--- src/rtl/game_pkg.sv ---
// Shared definitions for the game timer: FSM state encoding and BCD range.
// Ports: none (package only).
// Imported by game_timer and bin_to_bcd2.
package game_pkg;

    typedef enum logic [1:0] {
        TIMER_IDLE    = 2'd0,
        TIMER_RUN     = 2'd1,
        TIMER_PAUSE   = 2'd2,
        TIMER_EXPIRED = 2'd3
    } timer_state_t;

    // Largest value representable by two BCD digits.
    localparam int BCD_MAX = 99;

endpackage

--- src/rtl/bin_to_bcd2.sv ---
// Combinational binary to two-digit BCD converter, valid for 0..99.
// Ports: bin (WIDTH-bit value) -> tens, ones (4-bit BCD digits).
// Inputs above 99 saturate to 9/9 so the display never shows a non-decimal digit.
module bin_to_bcd2
    import game_pkg::*;
#(
    parameter int WIDTH = 5
) (
    input  logic [WIDTH-1:0] bin,
    output logic [3:0]       tens,
    output logic [3:0]       ones
);

    logic [31:0] value;

    always_comb begin
        value = 32'(bin);
        if (value > 32'(BCD_MAX)) begin
            tens = 4'd9;
            ones = 4'd9;
        end else begin
            tens = 4'(value / 32'd10);
            ones = 4'(value % 32'd10);
        end
    end

endmodule

--- src/rtl/game_timer.sv ---
// Up/down game-time counter on the 1 Hz clock with load, pause, wrap/stop and run-status FSM.
// Ports: clk_1H, reset (sync, active-low), game_start, game_on, dir, load, load_val
//        -> count_out, bcd_tens, bcd_ones, wrap_pulse, expired, running.
module game_timer
    import game_pkg::*;
#(
    parameter int WIDTH       = 5,
    parameter int MAX_COUNT   = 29,
    parameter int AUTO_RELOAD = 1
) (
    input  logic             clk_1H,
    input  logic             reset,
    input  logic             game_start,
    input  logic             game_on,
    input  logic             dir,
    input  logic             load,
    input  logic [WIDTH-1:0] load_val,
    output logic [WIDTH-1:0] count_out,
    output logic [3:0]       bcd_tens,
    output logic [3:0]       bcd_ones,
    output logic             wrap_pulse,
    output logic             expired,
    output logic             running
);

    localparam logic [WIDTH-1:0] MAX_V = WIDTH'(MAX_COUNT);

    timer_state_t     state;
    timer_state_t     state_nxt;
    logic [WIDTH-1:0] count;
    logic [WIDTH-1:0] count_nxt;
    logic [WIDTH-1:0] clamped;
    logic             en;
    logic             advance;
    logic             terminal;
    logic             stop_step;
    logic             wrap_step;

    assign en      = game_start && game_on;
    assign advance = en && (state != TIMER_EXPIRED) && !load;
    assign clamped = (load_val > MAX_V) ? MAX_V : load_val;

    // A count above MAX_COUNT can only come from a misconfiguration; it is
    // treated as terminal in either direction so the counter recovers.
    assign terminal  = (count > MAX_V) || (dir ? (count == '0) : (count == MAX_V));
    assign stop_step = advance && terminal && (AUTO_RELOAD == 0);
    assign wrap_step = advance && terminal && (AUTO_RELOAD != 0);

    always_comb begin
        count_nxt = count;
        if (load) begin
            count_nxt = clamped;
        end else if (wrap_step) begin
            count_nxt = dir ? MAX_V : '0;
        end else if (advance && !terminal) begin
            count_nxt = dir ? (count - WIDTH'(1)) : (count + WIDTH'(1));
        end
        // stop_step: count parks on its terminal value.
    end

    always_ff @(posedge clk_1H) begin
        if (!reset) begin
            count      <= '0;
            wrap_pulse <= 1'b0;
        end else begin
            count      <= count_nxt;
            wrap_pulse <= wrap_step;
        end
    end

    // FSM state register
    always_ff @(posedge clk_1H) begin
        if (!reset) begin
            state <= TIMER_IDLE;
        end else begin
            state <= state_nxt;
        end
    end

    // FSM next state. Load leaves the state alone except to release EXPIRED.
    // A stopping terminal step can happen from IDLE or PAUSE too, because the
    // first advance happens on the same edge that leaves those states.
    always_comb begin
        state_nxt = state;
        if (load) begin
            if (state == TIMER_EXPIRED) begin
                state_nxt = TIMER_IDLE;
            end
        end else if (stop_step) begin
            state_nxt = TIMER_EXPIRED;
        end else begin
            case (state)
                TIMER_IDLE: begin
                    if (en) state_nxt = TIMER_RUN;
                end
                TIMER_RUN: begin
                    if (!game_start)   state_nxt = TIMER_IDLE;
                    else if (!game_on) state_nxt = TIMER_PAUSE;
                end
                TIMER_PAUSE: begin
                    if (en)               state_nxt = TIMER_RUN;
                    else if (!game_start) state_nxt = TIMER_IDLE;
                end
                TIMER_EXPIRED: begin
                    state_nxt = TIMER_EXPIRED;
                end
                default: begin
                    state_nxt = TIMER_IDLE;
                end
            endcase
        end
    end

    // FSM outputs, decoded from the state register
    always_comb begin
        running = (state == TIMER_RUN);
        expired = (state == TIMER_EXPIRED);
    end

    assign count_out = count;

    bin_to_bcd2 #(
        .WIDTH (WIDTH)
    ) u_bcd (
        .bin  (count),
        .tens (bcd_tens),
        .ones (bcd_ones)
    );

endmodule
--- config.mk ---
export PLATFORM = sky130hd
export DESIGN_NAME = game_timer
export DESIGN_NICKNAME = d
export VERILOG_FILES = /design/src/rtl/game_pkg.sv /design/src/rtl/bin_to_bcd2.sv /design/src/rtl/game_timer.sv
export SDC_FILE = /design/constraint.sdc
export NUM_CORES = 1
export LEC_CHECK = 0
export ABC_AREA = 1
export ABC_CLOCK_PERIOD_IN_PS = 1700
export CORE_MARGIN = 5
export CORE_UTILIZATION = 43
export DETAILED_ROUTE_END_ITERATION = 8
export GPL_ROUTABILITY_DRIVEN = 0
export HOLD_SLACK_MARGIN = 0.06
export PLACE_DENSITY_LB_ADDON = 0.08
export SKIP_CTS_REPAIR_TIMING = 1
export SLEW_MARGIN = 30
export SYNTH_ARGS = -nofsm -noshare
export SYNTH_HDL_FRONTEND = slang
export SYNTH_SLANG_ARGS = --single-unit
--- constraint.sdc ---
create_clock -name clk_1H -period 1.7 [get_ports clk_1H]
set_input_delay 0.34 -clock clk_1H [delete_from_list [all_inputs] [get_ports clk_1H]]
set_output_delay 0.34 -clock clk_1H [all_outputs]
set_load 0.01 [all_outputs]
==> out/results.ini, run 1 <==
[power_and_ir_drop]
leakagePower_nw = 0.968
powerDensity_nw_per_um2 = 534
vdd_ir_drop_max_mv = 0.451

[finish]
area_growth_syn_to_layout_pct = 68.9
nets = 230
final_layout_size_suffix_gt1_share_pct = 37.8
post-route-cell-area_um2 = 1640
diodes = 0

[synth]
synth_common_cells = nand2_1 (48), inv_1 (28), nor2_1 (13), nand3_1 (10)
syn_area_per_cell_um2 = 6.11
ys_seq_area_share_pct = 16.5
ys_types = 25
synth_area_leaders = nand2_1 (19%), dfxtp_1 (16%), inv_1 (11%)
yosysWarnings = 0
yosysTopAreaCellShare_pct = 18.5
synth.most_common_cell = nand2_1
synth-edff-count = 0
synth_cells = 159
ys_seq_elements = 8
netlist_area_um2 = 972
ys.flop_type = dfxtp_1
synth_area_leader_cell = nand2_1
synthArstFlopShare_pct = 0

[worst_hold_path]
hold_path.class = reg2reg
holdPathStages = 2

[worst_setup_path]
r2r_slack_ns = 0.08
critPathMaxFanout = 5
worstPathRequired_ns = 1.36
worstSetupPathType = reg2out
cp-start-kind = register
arrival_ns = 1.82
r2r_cells = 14
end_kind = output pin

[drt]
routed_via_density = 4.78
drtIter0Drc = 30
ant_nets = 0
dr_total_vias = 1133
drt_pre_antenna_iters = 4
routed_wl_um = 2840
wl_per_cell_um = 12.0
drcViolationCount = 0

[run_status]
violations = setup timing
status = finished with violations

[timing]
final_hold_viol_count = 0
finalSetupViolations = 4
finalClockSkew_ns = 0.00937
rsz0062_at_grt = true
min_period_over_period_pct = 127
fin_setup_tns_ns = -1.71
drv_slew = 0
max_freq_mhz = 464
post-route-min-period_ns = 2.16
timing.final.ws_setup_ns = -0.456

[global_routing]
grt_max_degree = 8
antenna_found_initial = 0
grt_pass1_wl_um = 4550
grt-ovfl-total = 0
grt_pass1_vias = 1097
grt_use_total_pct = 17.1

[placed_design]
place.detailed.hpwl_um = 2160
numPortBuffers = 24
place_area_um2 = 1480
pre_cts_ws_ns = -0.497

[floorplanning]
die_area_um2 = 3310
ioPinCount = 27
coreArea_um2 = 2190
rows = 17
initial_utilization_pct = 44.4
fp.dieW_um = 57.6
dieHeight_um = 57.6

[cts]
clock-root-buffer = clkbuf_4
htreeDepth = 1
clk_pin_slew_ns = 0.07
clock_sinks = 8
cts_max_path_buffers = 2
cts_buffers = 3
cts_tree = yes
clk_latency_ns = 0.26

[flow_run]
drv_cap = 0

[report_power, final]
group | total [W] | switching [W] | internal, W
clock network | 0.000165 | 0.0000748 | 0.0000903
registers | 0.000216 | 0.0000171 | 0.000199
logic | 0.000496 | 0.000251 | 0.000245
[routing by layer]
metal | up-vias | GRT usage [%] | wire, µm
met5 | - | 0 | 0
met1 | 504 | 21.8 | 1310
met4 | 0 | 4.30 | 8
met2 | 30 | 28.7 | 1410
li1 | 597 | - | -
met3 | 2 | 3.85 | 121
[final timing paths]
kind                     start            to
hold / removal        state[1]      state[1]
setup reg to reg  count_out[2]  count_out[2]
setup / recovery  count_out[3]   bcd_ones[2]
hold reg to reg       state[1]      state[1]
[stage by stage]
stage	total power [W]	hold WS, ns	util, %	cells
final	0.000877	0.502	74.9	237
after global routing	0.000950	0.546	74.9	237
after CTS	0.000849	0.526	68.5	234
after detailed placement	0.000679	0.517	67.3	230
after global placement	0.000669	0.512	67.3	230
after floorplan	0.000481	0.437	-	160
[flip-flops by register name, summed over array words and instances (netlist names)]
| name | flops |
|---|---|
| wrap_pulse | 1 |
| state | 2 |
| count_out | 5 |
[layout make-up]
cell class / count / area [µm²]
Clock buffer: 4 / 26.3
Timing Repair Buffer: 49 / 467
Multi-Input combinational cell: 119 / 823
Inverter: 29 / 116
Sequential cell: 8 / 174
Fill cell: 180 / 549
Tap cell: 28 / 35.0
[placed cells by master (no fill, tap or decap), types with 2 or more instances in the layout]
master and n:
dfxtp_4 3, o21ai_1 2, dlymetal6s2s_1 12, nand2_1 38, nand3_4 2, nand2_4 5, nand2_2 11, inv_2 3
ha_1 3, clkbuf_4 3, clkdlybuf4s50_1 11, ha_4 4, a21oi_1 3, conb_1 2, nor2_1 10, a21oi_2 2
o21ai_2 2, dfxtp_1 3, nand3_2 4, o21ai_0 3, nor2_2 2, or2_2 2, buf_6 3, dfxtp_2 2
a31oi_1 2, nand4_1 5, nand3_1 7, buf_4 23, xor2_1 2, inv_1 24, nor2_4 3
[critical path: stages (launching register included)]
cell	delay (ns)
dfxtp_4	0.39
inv_6	0.05
ha_4	0.15
inv_2	0.05
ha_4	0.20
nor2_4	0.09
nor2_2	0.06
nor2_4	0.17
nand3_4	0.11
o21ai_2	0.08
nand2_2	0.05
dlymetal6s2s_1	0.16
[cell families (layout without fill, tap and decap cells)]
kind of cell / count (synthesis) / after routing / synth area share, %
buf+inv: 33 / 82 / 14.3
simple gates: 90 / 90 / 43.5
fa+ha+maj: 9 / 9 / 12.4
other cells: 1 / 2 / 0.386
compound gates: 16 / 16 / 11.2
flops: 8 / 8 / 16.5
xor+xnor: 2 / 2 / 1.80
(Power assumes the default switching activity.)
==> run 2, diff against run 1 <==
--- a/config.mk
+++ b/config.mk
@@ -6,7 +6,6 @@
 export NUM_CORES = 1
 export LEC_CHECK = 0
 export ABC_AREA = 1
-export ABC_CLOCK_PERIOD_IN_PS = 1700
 export CORE_MARGIN = 5
 export CORE_UTILIZATION = 43
 export DETAILED_ROUTE_END_ITERATION = 8
==> results of run 2 <==
No change in the layout: final DEF, timing and power equal those of run 1.
